## config.mk

```make
export PLATFORM = sky130hd
export DESIGN_NAME = pixel_fetch
export DESIGN_NICKNAME = d
export VERILOG_FILES = /design/src/rtl/pixel_fetch.sv
export SDC_FILE = /design/constraint.sdc
export NUM_CORES = 1
export LEC_CHECK = 0
export BUFFER_PORTS_ARGS = -buffer_cell sky130_fd_sc_hd__buf_4
export CAP_MARGIN = 25
export CORE_ASPECT_RATIO = 0.5
export CORE_MARGIN = 1
export CORE_UTILIZATION = 30
export DETAILED_ROUTE_END_ITERATION = 10
export SLEW_MARGIN = 10
export SYNTH_ARGS = -nofsm -noshare
export SYNTH_HDL_FRONTEND = slang
export SYNTH_SLANG_ARGS = --single-unit
```

## constraint.sdc

```tcl
create_clock -name clk -period 3.3 [get_ports clk]
set_clock_uncertainty 0.2 [all_clocks]
set_input_delay 0.33 -clock clk [delete_from_list [all_inputs] [get_ports clk]]
set_output_delay 0.33 -clock clk [all_outputs]
set_load 0.02 [all_outputs]
```

## src/rtl/pixel_fetch.sv

```systemverilog
// Framebuffer fetch for a scaled image window: turns VGA hc/vc into framebuffer
// reads and delivers pixel color plus delayed sync/visible flags 3 cycles later.
module pixel_fetch #(
   parameter int          IMG_W      = 160,
   parameter int          IMG_H      = 120,
   parameter int          SCALE_LOG2 = 2,
   parameter logic [7:0]  BG_COLOR   = 8'h00
) (
   input  logic        clk,
   input  logic        rst,
   input  logic [10:0] hc,
   input  logic [10:0] vc,
   input  logic        visible_in,
   input  logic        hsync_in,
   input  logic        vsync_in,
   output logic [15:0] fb_addr,
   output logic        fb_rd_en,
   input  logic [7:0]  fb_data,
   output logic [7:0]  color_out,
   output logic        visible_out,
   output logic        hsync_out,
   output logic        vsync_out,
   output logic        frame_start
);

   localparam int          WIN_W    = IMG_W << SCALE_LOG2;
   localparam int          WIN_H    = IMG_H << SCALE_LOG2;
   localparam logic [10:0] SUB_MASK = 11'((1 << SCALE_LOG2) - 1);

   logic        in_win;
   logic        line_start;
   logic        frame_top;
   logic        row_step;
   logic [15:0] row_base;
   logic [15:0] row_base_next;
   logic [15:0] column;
   logic [15:0] addr_calc;

   // pipeline flags: stage 1 (address issued), stage 2 (data returned by RAM)
   logic win1, vis1, hs1, vs1, fs1;
   logic win2, vis2, hs2, vs2, fs2;

   always_comb begin
      in_win     = visible_in && (32'(hc) < WIN_W) && (32'(vc) < WIN_H);
      line_start = (hc == '0);
      frame_top  = line_start && (vc == '0);
      row_step   = line_start && (vc != '0) && ((vc & SUB_MASK) == '0)
                   && (32'(vc) < WIN_H);
      column     = 16'(hc >> SCALE_LOG2);
   end

   // row_base_next equals row_base except at line start, so using it for the
   // address gives the same-cycle bypass of the hc==0 update for free.
   always_comb begin
      row_base_next = row_base;
      if (frame_top)
         row_base_next = '0;
      else if (row_step)
         row_base_next = row_base + 16'(IMG_W);
      addr_calc = row_base_next + column;
   end

   always_ff @(posedge clk) begin
      if (rst)
         row_base <= '0;
      else
         row_base <= row_base_next;
   end

   always_ff @(posedge clk) begin
      if (rst) begin
         fb_addr  <= '0;
         fb_rd_en <= 1'b0;
         win1     <= 1'b0;
         vis1     <= 1'b0;
         hs1      <= 1'b0;
         vs1      <= 1'b0;
         fs1      <= 1'b0;
      end else begin
         if (in_win)
            fb_addr <= addr_calc;
         fb_rd_en <= in_win;
         win1     <= in_win;
         vis1     <= visible_in;
         hs1      <= hsync_in;
         vs1      <= vsync_in;
         fs1      <= frame_top && visible_in;
      end
   end

   // The RAM's registered output is the stage-2 capture; only the flags move here.
   always_ff @(posedge clk) begin
      if (rst) begin
         win2 <= 1'b0;
         vis2 <= 1'b0;
         hs2  <= 1'b0;
         vs2  <= 1'b0;
         fs2  <= 1'b0;
      end else begin
         win2 <= win1;
         vis2 <= vis1;
         hs2  <= hs1;
         vs2  <= vs1;
         fs2  <= fs1;
      end
   end

   always_ff @(posedge clk) begin
      if (rst) begin
         color_out   <= '0;
         visible_out <= 1'b0;
         hsync_out   <= 1'b0;
         vsync_out   <= 1'b0;
         frame_start <= 1'b0;
      end else begin
         if (!vis2)
            color_out <= '0;
         else if (win2)
            color_out <= fb_data;
         else
            color_out <= BG_COLOR;
         visible_out <= vis2;
         hsync_out   <= hs2;
         vsync_out   <= vs2;
         frame_start <= fs2;
      end
   end

endmodule
```

==> results by group <==
Run
  • Max capacitance violation total: 0

Placed design
  • Routability Congestion: 0.780
  • Placed standard-cell area: 0.00341 sq mm
  • Post-DP HPWL: 4720 microns
  • PortBufs: 63

Cells and area
  • Fraction of final layout cells with drive strength greater than 1: 0.383
  • Area Growth Syn to Fin: 45.9%
  • Post-Layout Inst Area: 0.00365 sq mm
  • Final core utilization: 0.454
  • Regs by FF count: fb_addr: 16 flops, row_base: 16 flops, color_out: 8 flops
  • NumNets Final: 413
  • Antenna diode count: 0

Worst setup path
  • Maximum single-stage delay on the critical path: 490 ps
  • Cell class contributing the biggest share of worst-path delay: simple AND/OR/NAND/NOR gates
  • Combined buffer and inverter count along the critical path: 3
  • Critical Path Slowest Stage Cell: or4_1
  • R2R depth: 11
  • Element type at the critical path end: flop
  • Total stage count of the critical path: 14
  • Required @ worst endpoint: 3310 ps
  • Destination of the worst register-to-register timing path: fb_addr[14]$_SDFFE_PP0P_
  • Largest fanout on the critical path: 7
  • Kind of start point of the critical path: primary input
  • Origin of the worst setup path: hc[5]
  • Worst setup slack for register-to-register paths: 550 ps
  • Start-to-end type of the worst setup path: in2reg
  • Data arrival at the endpoint of the critical path: 3190 ps
  • CP Capture Point: fb_addr[14]$_SDFFE_PP0P_
  • Critical register-to-register path startpoint: row_base[5]$_SDFF_PP0_
  • Ordered list of cells on the worst path: buf_4 > nor4_4 > and4_4 > buf_6 > nand3_2 > xor2_1 > nor2_1 > ha_2 > or2_2 > a31o_2 > a21bo_4 > inv_1 > or4_1 > a311oi_1

Route
  • Detailed Route WL: 6070 microns
  • Number of vias in the routed layout: 2275
  • Average vias per placed instance: 4.74
  • 1st-iter DRT viols: 63
  • Avg WL per Cell: 12.7 microns
  • Number of remaining DRC errors: 0
  • Number of iterations in the first detailed-routing pass: 4
  • Final ANT Viol Nets: 0

Synthesis
  • Cell area after technology mapping: 0.00250 sq mm
  • Synth cell types: 45
  • Primary FF master, synth: dfxtp_1
  • Sequential element share of the synthesized area: 0.432
  • Post-synthesis async set-or-reset flop share: 0
  • Biggest area consumer among synthesized cells: dfxtp_1
  • Cell count after synthesis: 271
  • Number of synthesized flops with an enable pin: 0
  • Largest cells by area after synthesis: dfxtp_1 (43%), nor2b_1 (5.3%), ha_1 (5.0%)
  • Mean Syn Cell Area: 9.22 sq um
  • Synth top area share: 0.432
  • Register bit total from synthesis: 54
  • Synthesis Warnings: 0
  • Net count after synthesis: 317

Global route
  • First-pass GRT wire length: 9630 microns
  • Overall fraction of global-route tracks in use: 0.145
  • Pin count of the biggest net entering global routing: 46
  • Antenna violations before repair: 0
  • Vias in the first global route: 2152
  • Global route overflow: 0

Floorplanning
  • Die span in x: 131 microns
  • Total I/O pin count: 64
  • Die Height: 66.6 microns
  • Die outline area: 0.00872 sq mm
  • Core outline area: 0.00803 sq mm
  • Row count: 23
  • Starting utilization of the core area: 0.311

Clocking
  • Root Driver: clkbuf_16
  • H-tree levels: 2
  • Clock slew seen by the registers of the worst setup and hold paths: 70 ps
  • Clock tree from TritonCTS: built
  • Clock buffer count from CTS: 5
  • Setup bufs post-CTS: 0
  • Sinks on Clock Net: 54
  • Clock latency of the later-clocked register in the worst-skew pair: 300 ps
  • Clock buffer depth: 2

Run status
  • Result of the run: complete, no violations

Pwr
  • PD cells: 380 mW/mm^2
  • Leakage power total: 1.60 nW
  • Peak supply drop: 0.205 mV

Hold path
  • Startpoint of the lowest-slack hold path: hsync_in
  • Hold/Removal Path Class: in2reg

Timing
  • Post-Route Hold Slack: 43.2 ps
  • Final total negative setup slack: 0 ps
  • Transition at the pin with the smallest max-transition slack: 745 ps
  • FMAX: 314 MHz
  • Final slew viol count: 0
  • Share of the clock period used by the worst path after layout: 0.965
  • Slew margin rel.: 0.503
  • Minimum clock period after layout: 3190 ps
  • Final-report setup violation count: 0
  • Hold Fails Final Rpt: 0
[placed cells by master (no fill, tap or decap), types with 4 or more instances in the layout]
master,count
nand2_1,22
a21oi_1,15
xor2_1,7
clkbuf_16,5
and2_1,4
nor3_1,6
ha_1,7
nand4_1,5
dfxtp_1,54
nor2b_1,21
buf_4,99
and3_1,9
a211oi_1,4
o21bai_1,4
o21ai_0,8
nand3_1,9
nor2_1,19
xnor2_1,6
[layout make-up]
cell class / instances / area, sq um
Sequential cell: 54 / 1080
Fill cell: 766 / 4380
Clock buffer: 5 / 125
Inverter: 3 / 11.3
Timing Repair Buffer: 100 / 754
Multi-Input combinational cell: 203 / 1490
Clock inverter: 3 / 47.5
Tap cell: 112 / 140
[timing repair]
item | 4_1_cts | 5_1_grt
setup endpoints to repair | 7 | 9
pin swaps | 1 | 10
hold buffers | 0 | 0
endpoints found under the hold margin | 0 | 0
gates resized for setup | 3 | 13
[report_power, final]
group / total (W) / switching (W) / internal [W]
clock network: 0.000612 / 0.000250 / 0.000362
registers: 0.000662 / 0.00000272 / 0.000659
logic: 0.000114 / 0.0000530 / 0.0000605
total: 0.00139 / 0.000306 / 0.00108
[per-stage QoR]
| stage | std cells | worst slack, ps | total power [W] |
|---|---|---|---|
| floorplan | 271 | 38.4 | 0.000720 |
| global placement | 472 | -441 | 0.000786 |
| detailed placement | 472 | -523 | 0.000789 |
| CTS | 480 | 15.3 | 0.00140 |
| global route | 480 | -57.9 | 0.00144 |
| finish | 480 | 115 | 0.00139 |
[cells in the mapped netlist, drive strengths merged, types with 2 or more instances]
cell,instances
nor2b,21
o31ai,2
o21bai,4
ha,10
xor2,7
and4,3
or4,2
dfxtp,54
nand3,11
a21oi,15
clkbuf,10
nor4,6
o21ai,10
and3,9
o211ai,2
or3,2
or2,2
and2,7
nand4,7
o211a,3
a311oi,2
a21o,3
xnor2,7
mux2i,6
a211oi,5
inv,3
nand2,22
nor2,20
nor3,8
[layer usage]
layer	GRT usage	wire, microns	up-vias
met1	0.172	2740	1060
met5	0	0	-
li1	-	-	1160
met2	0.255	3050	47
met4	0.0560	78	0
met3	0.0361	201	8
[how the worst min path moves through the flow]
stage / endpoint / depth (start not counted) / slack [ps]
final: hs1$_SDFF_PP0_ / 2 / 40
after CTS: hs1$_SDFF_PP0_ / 2 / 40
after detailed placement: vsync_out$_SDFF_PP0_ / 1 / 220
after global placement: frame_start$_SDFF_PP0_ / 1 / 220
after global routing: vs1$_SDFF_PP0_ / 2 / 50
after floorplan: frame_start$_SDFF_PP0_ / 1 / 210
[logic make-up (layout without fill, tap and decap cells)]
logic type,Yosys count,in the layout,share of synthesized area
flip-flops,54,54,0.432
adder cells (fa/ha/maj),11,11,0.0581
AND/OR/NAND/NOR,120,120,0.264
buffers and inverters,14,111,0.0240
multiplexers,7,7,0.0330
XOR/XNOR,14,14,0.0521
AO/OA/AOI/OAI,51,51,0.137
[worst register-to-register path: cells and delay by family (launching register included)]
kind / cells / cell delay (ps)
adder cells (fa/ha/maj): 1 / 320
AND/OR/NAND/NOR: 3 / 640
AO/OA/AOI/OAI: 5 / 930
XOR/XNOR: 1 / 180
flip-flops: 1 / 340
buffers and inverters: 1 / 50
No activity file was read; power rests on OpenSTA's default activity.
